File: src/rtl/btn_pkg.sv
// Shared constants and types for the push-button conditioning front end.
package btn_pkg;

  localparam int BTN_L = 0;
  localparam int BTN_R = 1;
  localparam int BTN_C = 2;

  // 100 MHz board defaults: 10 ms debounce, repeat disabled, 250 ms repeat period
  localparam int N_BTN_DEF           = 3;
  localparam int DEBOUNCE_CYCLES_DEF = 1_000_000;
  localparam int REPEAT_DELAY_DEF    = 0;
  localparam int REPEAT_PERIOD_DEF   = 25_000_000;

  typedef enum logic [1:0] {IDLE, HOLD, REPEAT} rep_state_t;

  // The repeat timer only has to reach max(delay, period) - 1
  function automatic int timer_w(input int delay, input int period);
    int m;
    m = (delay > period) ? delay : period;
    return (m > 1) ? $clog2(m) : 1;
  endfunction

endpackage

File: src/rtl/btn_channel.sv
// One button: two-flop synchroniser, debounce, press-edge detect and hold-to-repeat.
module btn_channel
  import btn_pkg::*;
#(
  parameter int DEBOUNCE_CYCLES = DEBOUNCE_CYCLES_DEF,
  parameter int REPEAT_DELAY    = REPEAT_DELAY_DEF,
  parameter int REPEAT_PERIOD   = REPEAT_PERIOD_DEF
) (
  input  logic clk,
  input  logic reset,
  input  logic raw,
  output logic level,
  output logic pulse
);

  localparam int CW = $clog2(DEBOUNCE_CYCLES + 1);
  localparam int TW = timer_w(REPEAT_DELAY, REPEAT_PERIOD);
  localparam logic [CW-1:0] DB_LAST  = CW'(DEBOUNCE_CYCLES - 1);
  localparam logic [TW-1:0] DLY_LAST = TW'(REPEAT_DELAY - 1);
  localparam logic [TW-1:0] PER_LAST = TW'(REPEAT_PERIOD - 1);
  localparam bit REPEAT_EN = (REPEAT_DELAY != 0);

  logic          sync_p0;
  logic          sync_p1;
  logic          stable;
  logic [CW-1:0] cnt;

  // Stage p0/p1: synchroniser; stable flips after DEBOUNCE_CYCLES consecutive mismatches
  always_ff @(posedge clk or posedge reset) begin
    if (reset) begin
      sync_p0 <= 1'b0;
      sync_p1 <= 1'b0;
      stable  <= 1'b0;
      cnt     <= '0;
    end else begin
      sync_p0 <= raw;
      sync_p1 <= sync_p0;
      if (sync_p1 == stable) begin
        cnt <= '0;
      end else if (cnt == DB_LAST) begin
        stable <= ~stable;
        cnt    <= '0;
      end else begin
        cnt <= cnt + CW'(1);
      end
    end
  end

  rep_state_t    state;
  logic [TW-1:0] timer;
  logic          press;
  logic          fall;

  assign press = stable & ~level;
  assign fall  = ~stable & level;

  // Output stage: registered level, press strobe and repeat FSM
  always_ff @(posedge clk or posedge reset) begin
    if (reset) begin
      state <= IDLE;
      timer <= '0;
      level <= 1'b0;
      pulse <= 1'b0;
    end else begin
      level <= stable;
      pulse <= press;
      if (REPEAT_EN) begin
        case (state)
          IDLE: begin
            if (press) begin
              state <= HOLD;
              timer <= '0;
            end
          end
          HOLD: begin
            if (fall) begin
              state <= IDLE;
              timer <= '0;
            end else if (timer == DLY_LAST) begin
              pulse <= 1'b1;
              state <= REPEAT;
              timer <= '0;
            end else begin
              timer <= timer + TW'(1);
            end
          end
          REPEAT: begin
            if (fall) begin
              state <= IDLE;
              timer <= '0;
            end else if (timer == PER_LAST) begin
              pulse <= 1'b1;
              timer <= '0;
            end else begin
              timer <= timer + TW'(1);
            end
          end
          default: begin
            state <= IDLE;
            timer <= '0;
          end
        endcase
      end
    end
  end

endmodule

File: src/rtl/btn_conditioner.sv
// Conditions N_BTN raw push-buttons into debounced levels and single-cycle press pulses.
module btn_conditioner
  import btn_pkg::*;
#(
  parameter int N_BTN           = N_BTN_DEF,
  parameter int DEBOUNCE_CYCLES = DEBOUNCE_CYCLES_DEF,
  parameter int REPEAT_DELAY    = REPEAT_DELAY_DEF,
  parameter int REPEAT_PERIOD   = REPEAT_PERIOD_DEF
) (
  input  logic             clk,
  input  logic             reset,
  input  logic [N_BTN-1:0] btn_raw,
  output logic [N_BTN-1:0] btn_level,
  output logic [N_BTN-1:0] btn_pulse
);

  for (genvar i = 0; i < N_BTN; i++) begin : g_ch
    btn_channel #(
      .DEBOUNCE_CYCLES(DEBOUNCE_CYCLES),
      .REPEAT_DELAY   (REPEAT_DELAY),
      .REPEAT_PERIOD  (REPEAT_PERIOD)
    ) u_ch (
      .clk  (clk),
      .reset(reset),
      .raw  (btn_raw[i]),
      .level(btn_level[i]),
      .pulse(btn_pulse[i])
    );
  end

endmodule

File: config.mk
export PLATFORM = sky130hd
export DESIGN_NAME = btn_conditioner
export DESIGN_NICKNAME = d
export VERILOG_FILES = /design/src/rtl/btn_pkg.sv /design/src/rtl/btn_channel.sv /design/src/rtl/btn_conditioner.sv
export SDC_FILE = /design/constraint.sdc
export NUM_CORES = 1
export LEC_CHECK = 0
export ABC_AREA = 1
export CAP_MARGIN = 20
export CORE_MARGIN = 1.5
export CORE_UTILIZATION = 35
export DETAILED_ROUTE_END_ITERATION = 6
export PLACE_DENSITY = 0.61
export SLEW_MARGIN = 10
export SYNTH_ARGS = -nofsm -noshare
export SYNTH_HDL_FRONTEND = slang
export SYNTH_SLANG_ARGS = --single-unit
File: constraint.sdc
create_clock -name clk -period 5.4 [get_ports clk]
set_clock_uncertainty 0.2 [all_clocks]
set_input_delay 0.81 -clock clk [delete_from_list [all_inputs] [get_ports clk]]
set_output_delay 0.81 -clock clk [all_outputs]
set_load 0.005 [all_outputs]
==> impl_metrics.py, run 1 <==
metrics = {
    "placement": {
        "gp_congestion": 0.9005,
        "hpwl_um": 5619,
        "place_inst": 639,
        "placed_area_um2": 4091,
        "io_buffers": 10,
    },
    "cts": {
        "postCtsHoldBufs": 0,
        "insertion_delay_ns": 0.35,
        "cts_buffers": 9,
        "cts_sinks": 75,
        "clk_pin_slew_ns": 0.08,
        "cts_buffer_depth": 2,
        "htreeDepth": 3,
        "cts_tree": "yes",
        "post_cts_buffers": 0,
        "cts_root_buf": "clkbuf_8",
        "cts-resized-gates": 0,
    },
    "power_and_ir_drop": {
        "p_sw_w": 0.0002467,
        "sw_frac_of_total_pct": 22.66,
        "combPwrFrac_pct": 3.4,
        "p_leak_nw": 1.866,
        "clkPwrFrac_pct": 43.8,
        "p_int_w": 0.0008421,
        "seqPwrFrac_pct": 52.7,
        "powerDensity_nw_per_um2": 251.7,
        "max-vdd-ir-drop_uv": 101.3,
    },
    "synthesis": {
        "synth_area_um2": 3866,
        "ys_warn_count": 0,
        "ys_seq_area_share_pct": 48.54,
        "syn_avg_cell_area_um2": 7.779,
        "mappedNetlistNets": 505,
        "syn_inst": 497,
        "synth_seq_cells": 75,
        "ys_types": 25,
    },
    "sta": {
        "slew_headroom_pct": 66.78,
        "rsz0062_at_grt": "no",
        "fin_crit_ns": 2.213,
        "finalHoldViolations": 0,
        "tightestPinTransition_ns": 0.4967,
        "slew_viol_final": 0,
        "finalSetupViolCount": 0,
        "tns_ns": 0,
        "post-route-period-util_pct": 40.98,
        "timing.fmax_mhz": 451.9,
    },
    "critical_path": {
        "critical_path_required_ns": 4.39,
        "worstPathMaxFanout": 2,
        "crit_type": "flop to output pin",
        "critPathSlowestCell": "clkdlybuf4s50_1",
        "rr_worst_depth": 6,
        "critPathLaunchType": "flop",
        "critical-path-max-stage-delay_ns": 0.50,
        "cp_num_buf_inv": 1,
        "cp_top_family": "buffers and inverters",
        "cp_cell_sequence": "clkdlybuf4s50_1",
        "cp_num_cells": 1,
        "cp.arrival_ns": 1.20,
        "end_kind": "output pin",
    },
    "die": {
        "rows": 38,
        "die_w_um": 108.1,
        "fp.dieH_um": 108.1,
        "start_util_pct": 35.82,
        "design.core.area_um2": 10790,
        "die_area_um2": 11690,
        "ioPinCount": 11,
    },
    "routing": {
        "drcViolationCount": 0,
        "via_count": 3118,
        "post_drt_via_cell_ratio": 4.753,
        "drt_iter0_drc": 149,
        "firstDrtPassIters": 4,
        "ant_nets": 0,
        "wl_per_cell_um": 11.77,
        "wl_um": 7719,
    },
    "global_routing": {
        "grt.overflow.total": 0,
        "grt.total_usage_pct": 14.55,
        "grt_max_degree": 47,
        "antenna_found_initial": 0,
        "first_global_vias": 2998,
        "grt_pass1_wl_um": 13360,
    },
    "cells_and_area": {
        "antennaDiodeCount": 0,
        "final_area_um2": 4327,
        "finalNonFillerCells": 656,
        "drive_gt1_share_pct": 6.783,
        "areaGrowthSynthToFinish_pct": 11.91,
        "mostFrequentLayoutCell": "nor2_1",
        "layout_common_cells": "135 x nor2_1, 88 x nand2_1, 75 x dfrtp_1, 63 x nand3_1, 43 x inv_1",
        "fin_nets": 519,
    },
    "min_path": {
        "hp-class": "flop to flop",
        "holdPathStages": 0,
    },
    "outcome": {
        "status": "finished, final reports clean",
    },
    "flow_run": {
        "cap_violations": 0,
    },
}
metal layers:
layer	global-route usage (%)	up-vias	wire length, um
met4	7.613	0	124
met1	19.45	1455	3828
met3	2.592	11	291
met2	22.56	63	3475
met5	0	-	0
li1	-	1589	-
final timing paths:
path / end / startpoint / slack [ns]
setup / recovery: btn_level[0] / g_ch[0].u_ch.level / 3.19
hold / removal: g_ch[1].u_ch.sync_p1 / g_ch[1].u_ch.sync_p0 / 0.15
setup reg to reg: g_ch[2].u_ch.cnt[9] / g_ch[2].u_ch.cnt[0] / 3.51
hold reg to reg: g_ch[1].u_ch.sync_p1 / g_ch[1].u_ch.sync_p0 / 0.15
max in group asynchronous: g_ch[0].u_ch.cnt[18] / reset / 3.63
min in group asynchronous: g_ch[1].u_ch.level / reset / 0.47
power groups by stage:
stage                     registers, W  logic [W]  clock network, W
after detailed placement      0.000585  0.0000371                 0
after global placement        0.000585  0.0000360                 0
after CTS                     0.000574  0.0000374          0.000490
after global routing          0.000575  0.0000446          0.000510
after floorplan               0.000584  0.0000253                 0
final                         0.000574  0.0000374          0.000477
state kept, by name, indices dropped and copies added, names as in the netlist:
name and count:
g_ch.u_ch.cnt 60, g_ch.u_ch.level 3, g_ch.u_ch.pulse 3, g_ch.u_ch.stable 3, g_ch.u_ch.sync_p0 3, g_ch.u_ch.sync_p1 3
cell families (layout without fill, tap and decap cells):
kind of cell	Yosys count	in the layout	synth area share (%)
AO/OA/AOI/OAI	15	15	1.942
XOR/XNOR	31	31	7.023
flip-flops	75	75	48.54
AND/OR/NAND/NOR	319	319	35.66
adder cells (fa/ha/maj)	3	3	0.9710
buffers and inverters	54	73	5.857
synthesized netlist by cell type:
| cell type | n | share of area [%] |
|---|---|---|
| a21oi_1 | 9 | 1.2 |
| and2_1 | 1 | 0.16 |
| xor2_1 | 22 | 5.0 |
| nand2_1 | 88 | 8.5 |
| inv_1 | 44 | 4.3 |
| or2_2 | 1 | 0.16 |
| nor2_2 | 8 | 1.3 |
| nor2_1 | 135 | 13 |
| dfrtp_1 | 75 | 49 |
| ha_1 | 3 | 0.97 |
| buf_4 | 6 | 1.2 |
| nor3_1 | 7 | 0.91 |
| nor3_4 | 1 | 0.42 |
| buf_2 | 1 | 0.13 |
| nor3b_1 | 2 | 0.39 |
| nand3b_1 | 1 | 0.19 |
| xnor2_1 | 9 | 2.0 |
| nand3_1 | 63 | 8.2 |
| or2_1 | 1 | 0.16 |
| o21ai_0 | 6 | 0.78 |
| clkbuf_1 | 2 | 0.19 |
| nand3_2 | 4 | 1.0 |
| inv_2 | 1 | 0.097 |
| nand4_1 | 5 | 0.81 |
| nand2_2 | 2 | 0.32 |
layout make-up:
type | count | area (um2)
Clock buffer | 10 | 127.6
Clock inverter | 6 | 87.58
Fill cell | 1069 | 6466
Inverter | 45 | 168.9
Multi-Input combinational cell | 368 | 1763
Sequential cell | 75 | 1877
Tap cell | 140 | 175.2
Timing Repair Buffer | 12 | 127.6
per-stage QoR:
step	setup WS, ns	power [W]	hold slack (ns)	utilization (%)
after CTS	3.155	0.001101	0.1516	39.90
after floorplan	2.480	0.0006094	0.1312	-
final	3.187	0.001089	0.1497	40.09
after global placement	2.822	0.0006208	0.1377	37.91
after detailed placement	2.803	0.0006223	0.1347	37.91
after global routing	3.117	0.001130	0.1605	40.09
(Power assumes the default switching activity.)
==> run 2, diff against run 1 <==
PLACE_DENSITY = 0.63   (was 0.61)
clock period = 1.8 ns   (was 5.4 ns; I/O delays follow)
==> run 2 against run 1 <==
Compared with the run above: worst setup slack lost 3.1 ns; utilization grew 0.88 points; worst hold slack lost 0.084 ns; critical path type is now flop to flop; largest cell class unchanged.
==> impl_metrics.py, run 2 (synthesis results as in run 1) <==
metrics = {
    "cts": {
        "cts_root_buf": "clkbuf_8",
        "insertion_delay_ns": 0.35,
        "cts_sinks": 75,
        "cts_buffers": 9,
        "htreeDepth": 3,
        "cts_tree": "yes",
        "postCtsHoldBufs": 0,
        "clk_pin_slew_ns": 0.08,
        "cts_buffer_depth": 2,
    },
    "routing": {
        "post_drt_via_cell_ratio": 4.716,
        "via_count": 3127,
        "drt_iter0_drc": 246,
        "wl_per_cell_um": 11.62,
        "firstDrtPassIters": 4,
        "wl_um": 7703,
        "drcViolationCount": 0,
        "ant_nets": 0,
    },
    "outcome": {
        "status": "finished, final reports clean",
    },
    "cells_and_area": {
        "mostFrequentLayoutCell": "nor2_1",
        "top_register": "g_ch.u_ch.cnt",
        "layout_common_cells": "134 x nor2_1, 87 x nand2_1, 75 x dfrtp_1, 62 x nand3_1, 43 x inv_1",
        "drive_gt1_share_pct": 8.987,
        "final_area_um2": 4422,
        "fin_nets": 526,
        "largest_register_ffs": 60,
        "antennaDiodeCount": 0,
        "areaGrowthSynthToFinish_pct": 14.37,
    },
    "sta": {
        "post-route-period-util_pct": 93.59,
        "timing.fmax_mhz": 593.6,
        "rsz0062_at_grt": "no",
        "finalHoldViolations": 0,
        "slew_viol_final": 0,
        "tns_ns": 0,
        "slew_headroom_pct": 72.94,
        "finalSetupViolCount": 0,
        "timing.hold.ws_ns": 0.06606,
        "tightestPinTransition_ns": 0.4055,
        "fin_crit_ns": 1.685,
    },
    "critical_path": {
        "critical_path_required_ns": 1.83,
        "rr_worst_depth": 6,
        "worstPathMaxFanout": 4,
        "cp.arrival_ns": 1.71,
        "timing.rr.start": "g_ch[1].u_ch.cnt[0]",
        "rrSetupSlack_ns": 0.12,
        "end_kind": "flop",
        "crit_type": "flop to flop",
        "r2r_end": "g_ch[1].u_ch.cnt[8]",
        "critPathLaunchType": "flop",
    },
    "placement": {
        "hpwl_um": 5813,
        "io_buffers": 10,
        "placed_area_um2": 4173,
        "gp_congestion": 0.9089,
    },
    "power_and_ir_drop": {
        "sw_frac_of_total_pct": 22.23,
        "total_power_w": 0.003303,
        "powerDensity_nw_per_um2": 747.1,
        "seqPwrFrac_pct": 52.1,
        "p_leak_nw": 1.900,
        "combPwrFrac_pct": 3.7,
        "p_int_w": 0.002569,
        "max-vdd-ir-drop_uv": 327.7,
        "clkPwrFrac_pct": 44.2,
        "p_sw_w": 0.0007345,
    },
    "global_routing": {
        "grt_pass1_wl_um": 13830,
        "grt.overflow.total": 0,
        "grt.total_usage_pct": 14.95,
        "antenna_found_initial": 0,
        "first_global_vias": 3044,
        "grt_max_degree": 31,
    },
    "die": {
        "design.core.area_um2": 10790,
        "rows": 38,
        "start_util_pct": 35.82,
        "ioPinCount": 11,
        "die_area_um2": 11690,
        "fp.dieH_um": 108.1,
        "die_w_um": 108.1,
    },
    "min_path": {
        "hp-class": "input port to async pin",
    },
    "flow_run": {
        "cap_violations": 0,
    },
}
## run 2: power groups by stage
stage	logic [W]	registers, W	clock network, W
floorplan	0.0000764	0.00175	0
global placement	0.000124	0.00175	0
detailed placement	0.000126	0.00176	0
CTS	0.000127	0.00172	0.00150
global route	0.000143	0.00173	0.00159
finish	0.000122	0.00172	0.00146
## run 2: repair_timing
item                                    in CTS  in global routing
gates resized for setup                      0                  4
endpoints found under the setup margin       0                  7
setup buffers                                0                  1
## run 2: worst max path at each step
stage	endpoint	startpoint	slack, ns
2_1_floorplan	g_ch[1].u_ch.cnt[9]	g_ch[1].u_ch.cnt[0]	0.27
3_3_place_gp	g_ch[1].u_ch.cnt[9]	g_ch[1].u_ch.cnt[0]	0.16
3_5_place_dp	g_ch[1].u_ch.cnt[9]	g_ch[1].u_ch.cnt[0]	0.11
4_1_cts	g_ch[1].u_ch.cnt[9]	g_ch[1].u_ch.cnt[0]	0.1
5_1_grt	g_ch[1].u_ch.cnt[3]	g_ch[1].u_ch.cnt[0]	0.002
6_report	g_ch[1].u_ch.cnt[8]	g_ch[1].u_ch.cnt[0]	0.12
## run 2: layer usage
layer	track usage [%]	vias to the layer above	wire length [um]
li1	-	1599	-
met2	23.10	46	3459
met3	2.291	13	215
met1	20.77	1469	3869
met4	6.579	0	159
met5	0	-	0
## run 2: critical path, cell delays in order, from the launching register on
cell     delay [ns]
dfrtp_1        0.38
ha_1           0.23
nand3_2        0.17
nor3_4         0.25
buf_4          0.15
xor2_1         0.15
nor2_1         0.05
## run 2: per-stage QoR
stage	util, %	worst slack (ns)	cells
5_1_grt	40.97	0.001553	663
3_5_place_dp	38.66	0.1123	646
3_3_place_gp	38.66	0.1628	646
2_1_floorplan	-	0.2744	497
4_1_cts	40.76	0.09688	662
6_report	40.97	0.1154	663
## run 2: cell type report
| cell class | instances | area (um2) |
|---|---|---|
| inverter | 45 | 172.7 |
| fill | 1093 | 6371 |
| multi-input combinational | 368 | 1778 |
| clock buffer | 10 | 137.6 |
| clock inverter | 6 | 88.84 |
| sequential | 75 | 1877 |
| timing repair buffer | 19 | 192.7 |
| tap | 140 | 175.2 |
